**src/rtl/mux_sweep_ctrl.sv**
```systemverilog
// Sweep sequencer for the gate-select mux: walks select codes and {sw1,sw0}
// combinations, samples the mux output and assembles per-select truth tables.
module mux_sweep_ctrl #(
  parameter int unsigned SETTLE    = 4,
  parameter int unsigned SEL_FIRST = 0,
  parameter int unsigned SEL_LAST  = 7
) (
  input  logic        clk,
  input  logic        rst,
  input  logic        start,
  input  logic        abort,
  input  logic        mux_out,
  output logic        sw0,
  output logic        sw1,
  output logic [2:0]  select,
  output logic        busy,
  output logic        done,
  output logic        tt_valid,
  output logic [2:0]  tt_sel,
  output logic [3:0]  tt_bits,
  output logic [31:0] result
);

  localparam int unsigned CW       = (SETTLE > 1) ? $clog2(SETTLE) : 1;
  localparam logic [CW-1:0] CNT_LAST = CW'(SETTLE - 1);
  localparam logic [2:0] SEL_LO    = 3'(SEL_FIRST);
  localparam logic [2:0] SEL_HI    = 3'(SEL_LAST);

  typedef enum logic [1:0] {
    S_IDLE = 2'd0,
    S_RUN  = 2'd1,
    S_DONE = 2'd2
  } state_t;

  state_t        r_state;
  logic [CW-1:0] r_cnt;
  logic [1:0]    r_combo;
  logic [2:0]    r_shadow;

  logic          w_capture;
  logic          w_last_combo;
  logic          w_last_sel;
  logic [3:0]    w_table;

  assign w_capture    = (r_state == S_RUN) && (r_cnt == CNT_LAST);
  assign w_last_combo = (r_combo == 2'd3);
  assign w_last_sel   = (select == SEL_HI);
  // Shadow shifts in from the top, so after three captures it holds bits 2..0.
  assign w_table      = {mux_out, r_shadow};

  // Mux switch inputs come straight from the combination register.
  assign sw0 = r_combo[0];
  assign sw1 = r_combo[1];

  always_ff @(posedge clk) begin
    if (rst) begin
      r_state  <= S_IDLE;
      r_cnt    <= '0;
      r_combo  <= 2'd0;
      r_shadow <= 3'd0;
      select   <= 3'd0;
      busy     <= 1'b0;
      done     <= 1'b0;
      tt_valid <= 1'b0;
      tt_sel   <= 3'd0;
      tt_bits  <= 4'd0;
      result   <= 32'd0;
    end else begin
      done     <= 1'b0;
      tt_valid <= 1'b0;
      case (r_state)
        S_IDLE: begin
          if (start && !abort) begin
            r_state <= S_RUN;
            select  <= SEL_LO;
            r_combo <= 2'd0;
            r_cnt   <= '0;
            busy    <= 1'b1;
          end
        end
        S_RUN: begin
          if (abort) begin
            r_state <= S_IDLE;
            r_combo <= 2'd0;
            r_cnt   <= '0;
            busy    <= 1'b0;
          end else if (!w_capture) begin
            r_cnt <= r_cnt + 1'b1;
          end else begin
            r_cnt <= '0;
            if (!w_last_combo) begin
              r_shadow <= {mux_out, r_shadow[2:1]};
              r_combo  <= r_combo + 2'd1;
            end else begin
              tt_valid                     <= 1'b1;
              tt_sel                       <= select;
              tt_bits                      <= w_table;
              result[{select, 2'b00} +: 4] <= w_table;
              r_combo                      <= 2'd0;
              if (!w_last_sel) begin
                select <= select + 3'd1;
              end else begin
                r_state <= S_DONE;
                busy    <= 1'b0;
                done    <= 1'b1;
              end
            end
          end
        end
        S_DONE: begin
          r_state <= S_IDLE;
        end
        default: begin
          r_state <= S_IDLE;
        end
      endcase
    end
  end

endmodule
```
**config.mk**
```make
export PLATFORM = sky130hd
export DESIGN_NAME = mux_sweep_ctrl
export DESIGN_NICKNAME = d
export VERILOG_FILES = /design/src/rtl/mux_sweep_ctrl.sv
export SDC_FILE = /design/constraint.sdc
export NUM_CORES = 1
export LEC_CHECK = 0
export CAP_MARGIN = 10
export CELL_PAD_IN_SITES_DETAIL_PLACEMENT = 0
export CELL_PAD_IN_SITES_GLOBAL_PLACEMENT = 2
export CORE_ASPECT_RATIO = 1.75
export CORE_UTILIZATION = 30
export DETAILED_ROUTE_END_ITERATION = 12
export PLACE_DENSITY_LB_ADDON = 0.25
export SLEW_MARGIN = 20
export SYNTH_ARGS = -nofsm -noshare
export SYNTH_HDL_FRONTEND = slang
export SYNTH_SLANG_ARGS = --single-unit
```
**constraint.sdc**
```tcl
create_clock -name clk -period 3.4 [get_ports clk]
set_input_delay 1.02 -clock clk [delete_from_list [all_inputs] [get_ports clk]]
set_output_delay 1.02 -clock clk [all_outputs]
set_load 0.005 [all_outputs]
```
==> impl_metrics.toml, run 1 <==
[outcome]
status = "complete, no violations"

[cts]
path_clk_slew_ps = 60
htreeDepth = 2
clock_sinks = 54
post_cts_buffers = 0
clk-insertion-delay-late_ps = 290
cts-hold-fix-buffers = 0
post_cts_resized = 0
clockBufferDepth = 2
cts_buffers = 5
cts_tree = "yes"
cts_root_buf = "clkbuf_16"

[logic_synthesis]
synth_top_family_by_area = "simple AND/OR/NAND/NOR gates"
ys_warn_count = 0
synthFlopType = "dfxtp_1"
synth_simple_gate_area_share_pct = 27.78
ys_seq_area_share_pct = 44.04
synthArstFlopShare_pct = 0
synth_edf_count = 0
synthesis.area_um2 = 2455
synthDistinctLibCells = 33
synth_xor_xnor_area_share_pct = 0
syn_nets = 282
synth-adder-area-share_pct = 4.587
synth_compound_area_share_pct = 6.626
syn_inst = 268
synth.area.mux_share_pct = 13.46
postSynthAreaPerCell_um2 = 9.160
ys_ff_latch = 54

[finish]
drive_above_1_share_pct = 5.397
diodes = 0
final_cell_mix = "dfxtp_1, clkdlybuf4s50_1, mux2i_1, nand2_1, nand2b_1"
area_delta_synth_final_pct = 30.02
final_common_cell = "dfxtp_1"
final_area_um2 = 3192
nets = 328

[drt]
via_per_inst = 4.919
num_vias = 1992
wl_per_cell_um = 15.04
drt-total-wl_mm = 6.092
drt_iter0_drc = 68
ant_nets = 0
drc = 0
drt_first_pass_iters = 4

[timing]
tns_ps = 0
fmax_mhz = 366.9
final_hold_viol_count = 0
timing.final.crit_share_pct = 80.16
fin_skew_ps = 2.347
final_max_slew_viol_count = 0
setup_viol = 0
min_period_ps = 2726
holdWs_ps = 457.5
grt_setup_unrepaired = "no"
tightest_slew_ps = 671.2
slew_headroom_pct = 54.62

[placed_design]
port_buffers = 51
globalplace.congestion = 0.7503
hpwl_mm = 4.412
dpl_cell_area_um2 = 3044

[run]
max_cap_violations = 0

[global_route]
grt_pass1_vias = 2016
grtUsageTotal_pct = 15.05
grt_first_pass_wirelength_mm = 9.998
grt_antenna_before_repair = 0
grt_overflow = 0
grt_start_max_net_pins = 37

[die]
die_w_um = 70.38
io_pins = 52
start_util_pct = 31.04
num_rows = 43
die_area_um2 = 8563
core_area_um2 = 7909
fp.dieH_um = 121.7

[power_and_ir_drop]
comb_power_share_pct = 3.3
p_leak_nw = 1.125
switching_share_pct = 20.52
pwr-share-clk_pct = 43.2
intPower_mw = 0.9446
power_density_nw_per_um2 = 372.3
ir_worst_vdd_v = 0.0002267
switchingPower_mw = 0.2438
pwr-share-seq_pct = 53.5

[setup_path]
endpoint_kind = "flop"
path_max_fanout = 12
critPathLaunchType = "flop"
crit_arrival_ps = 2910
crit_required_ps = 3580
worstSetupPathType = "flop to flop"

[hold_path]
worstHoldPathType = "flop to flop"
cell usage after synthesis, drive strengths merged, types with 2 or more instances:
master  number  share of area [%]
nor2        16                2.5
o21ai        8                1.6
clkbuf      14                2.3
ha           9                4.6
mux2i       33                 13
a21oi       14                2.9
and2         8                2.0
nor4b        2               0.71
inv          4               0.61
nand4        3               0.76
nor3b        3                1.4
nand2       33                5.1
nand3       16                3.3
nor4         4                1.3
dfxtp       54                 44
nand2b      27                6.9
nand3b       4                1.2
nor3         4               0.82
buf          3               0.61
layout make-up:
type | count | area [um2]
inverters | 4 | 15.01
multi-input cells | 193 | 1287
clock inverters | 1 | 5.005
clock buffers | 7 | 142.6
flip-flops and latches | 54 | 1081
repair buffers | 56 | 548.0
fillers | 799 | 4717
well taps | 90 | 112.6
final timing paths:
path,from,end,slack [ps],cells after the start
worst min-delay path,tt_bits[2]$_SDFFE_PP0P_,tt_bits[2]$_SDFFE_PP0P_,460,2
worst min register to register,tt_bits[2]$_SDFFE_PP0P_,tt_bits[2]$_SDFFE_PP0P_,460,2
worst max-delay path,select[1]$_SDFFE_PP0P_,result[16]$_SDFFE_PP0P_,670,7
worst max register to register,select[1]$_SDFFE_PP0P_,result[16]$_SDFFE_PP0P_,670,7
cells by family after synthesis:
logic type               after synthesis
adder cells (fa/ha/maj)                9
AND/OR/NAND/NOR                      125
AO/OA/AOI/OAI                         26
buffers and inverters                 21
flip-flops                            54
multiplexers                          33
per-layer routing:
layer / up-vias / wire length, um / share of wire [%] / track usage, %
met4: 0 / 193 / 3.2 / 7.750
met1: 936 / 2484 / 41 / 16.63
met5: - / 0 / 0 / 0
li1: 1002 / - / - / -
met3: 12 / 245 / 4.0 / 3.060
met2: 42 / 3169 / 52 / 26.79
metrics by stage:
step                util [%]  setup WS (ps)  power (mW)  instances
finish                 40.36          674.5       1.188        405
global route           40.36          483.6       1.242        405
CTS                    40.36          656.2       1.211        405
detailed placement     38.49          376.4      0.6908        397
global placement       38.49          419.8      0.6906        397
floorplan                  -           1022      0.6734        268
critical path, cell delays in order, from the launching register on:
cell and delay, ps:
dfxtp_1 470, inv_1 180, ha_1 240, ha_1 510, or4b_1 520, a2111oi_4 410, mux2i_1 240, nor2_1 50
power groups by stage:
stage / Combinational [mW] / Clock [mW] / Sequential [mW]
4_1_cts: 0.0402 / 0.535 / 0.636
6_report: 0.0393 / 0.513 / 0.636
5_1_grt: 0.0439 / 0.562 / 0.636
3_5_place_dp: 0.0401 / 0 / 0.651
3_3_place_gp: 0.0400 / 0 / 0.651
2_1_floorplan: 0.0230 / 0 / 0.650
registers in the layout, indices dropped and copies added, names as in the netlist:
| name | cells |
|---|---|
| result | 32 |
| tt_bits | 4 |
| r_shadow | 3 |
| select | 3 |
| tt_sel | 3 |
| r_cnt | 2 |
| r_combo | 2 |
| r_state | 2 |
| busy | 1 |
| done | 1 |
| tt_valid | 1 |
Power figures use the tool's default switching activity.
==> inputs of run 2 (changes only) <==
==> constraint.sdc (replaced) <==
create_clock -name clk -period 2.77 [get_ports clk]
set_input_delay 0.831 -clock clk [delete_from_list [all_inputs] [get_ports clk]]
set_output_delay 0.831 -clock clk [all_outputs]
set_load 0.005 [all_outputs]
==> run 2 against run 1 <==
Net effect:
- die area unchanged
- critical path type unchanged
- count of clock-buffer cells in the layout unchanged
- clock power increased by 24%
- routed wire length increased by 1.7%
- worst hold slack improved by 4.9 ps
==> impl_metrics.toml, run 2 (same netlist as run 1, synthesis figures left out) <==
[outcome]
status = "complete, no violations"

[drt]
ant_nets = 0
drt-total-wl_mm = 6.193
num_vias = 2027
wl_per_cell_um = 14.92
drt_iter0_drc = 69
via_per_inst = 4.884
drt_first_pass_iters = 4
drc = 0

[global_route]
grt_first_pass_wirelength_mm = 9.963
grt_start_max_net_pins = 50
grt_pass1_vias = 1951
grt_antenna_before_repair = 0
grt_overflow = 0
grtUsageTotal_pct = 15.14

[timing]
setup_viol = 0
final_max_slew_viol_count = 0
grt_setup_unrepaired = "no"
slew_headroom_pct = 61.86
holdWs_ps = 462.4
setup_slack_ps = 335.9
timing.final.crit_share_pct = 87.87
min_period_ps = 2434
tns_ps = 0
tightest_slew_ps = 566.1
final_hold_viol_count = 0
fmax_mhz = 410.8
fin_skew_ps = 5.457

[setup_path]
cpPeakStageDelay_ps = 550
path_max_fanout = 7
cp_cell_sequence = "inv_1, ha_1, ha_1, or4b_1, a2111oi_4, buf_4, nand3_1, o21ai_0"
crit_path_top_delay_cell = "or4b_1"
endpoint_kind = "flop"
crit_arrival_ps = 2650
worstSetupPathType = "flop to flop"
critPathLaunchType = "flop"
critPathBufInv = 2
critical-path-top-delay-family = "simple AND/OR/NAND/NOR gates"
crit_required_ps = 2990
path_common_cell = "ha_1"

[power_and_ir_drop]
p_leak_nw = 1.177
ir_worst_vdd_v = 0.0002304
power_density_nw_per_um2 = 448.1
comb_power_share_pct = 3.4
switching_share_pct = 20.72
switchingPower_mw = 0.3033
intPower_mw = 1.161
power_mw = 1.464
pwr-share-clk_pct = 43.3
pwr-share-seq_pct = 53.3

[die]
core_area_um2 = 7909
num_rows = 43
fp.dieH_um = 121.7
die_w_um = 70.38
start_util_pct = 31.04
io_pins = 52
die_area_um2 = 8563

[finish]
final_area_um2 = 3267
diodes = 0
fin_util_pct = 41.31
area_delta_synth_final_pct = 33.08
nets = 338
final_common_cell = "dfxtp_1"
reg.largest.list = "result: 32 flops, tt_bits: 4 flops"
fin_cells = 415
drive_above_1_share_pct = 8.308
regMostFlops = "result"
largest_reg_flops = 32
final_cell_mix = "dfxtp_1, clkdlybuf4s50_1, mux2i_1, nand2_1, nand2b_1"

[placed_design]
hpwl_mm = 4.484
dp_slack_ps = 26.83
port_buffers = 51
globalplace.congestion = 0.7841
dp_cells = 407
dpl_cell_area_um2 = 3119

[cts]
clk-insertion-delay-late_ps = 290
cts_buffers = 5
clockBufferDepth = 2
post_cts_buffers = 0
post_cts_resized = 0
path_clk_slew_ps = 70
htreeDepth = 2
clock_sinks = 54
cts_tree = "yes"
cts-hold-fix-buffers = 0
cts_root_buf = "clkbuf_16"

[hold_path]
worstHoldPathType = "flop to flop"

[run]
max_cap_violations = 0
-- run 2: power groups by stage --
stage               logic, mW  registers [mW]  clock network [mW]
finish                 0.0496           0.781               0.634
global route           0.0543           0.780               0.690
CTS                    0.0508           0.780               0.660
detailed placement     0.0505           0.799                   0
global placement       0.0501           0.799                   0
floorplan              0.0283           0.798                   0
-- run 2: path summary, 6_finish.rpt --
path                            cells after the start                     from                      end  slack, ps
worst min-delay path                                2  tt_bits[2]$_SDFFE_PP0P_  tt_bits[2]$_SDFFE_PP0P_        460
worst min register to register                      2  tt_bits[2]$_SDFFE_PP0P_  tt_bits[2]$_SDFFE_PP0P_        460
worst max register to register                      8   select[1]$_SDFFE_PP0P_  result[19]$_SDFFE_PP0P_        340
worst max-delay path                                8   select[1]$_SDFFE_PP0P_  result[19]$_SDFFE_PP0P_        340
-- run 2: layer usage --
layer | share of wire, % | track usage, %
met5 | 0 | 0
met4 | 1.8 | 6.125
met3 | 2.7 | 3.060
met2 | 53 | 27.08
met1 | 43 | 17.31
-- run 2: area by class of cell --
type	instances	area, um2
fillers	829	4642
multi-input cells	193	1287
flip-flops and latches	54	1081
repair buffers	66	623.1
clock buffers	7	142.6
well taps	90	112.6
inverters	4	15.01
clock inverters	1	5.005
-- run 2: worst reg2reg max path: cells and delay by family (launching register included) --
kind,cells,cell delay (ps)
and+or+nand+nor,2,620
AOI/OAI and AO/OA,2,390
adders and majority gates,2,510
DFF,1,470
buffers and inverters,2,370
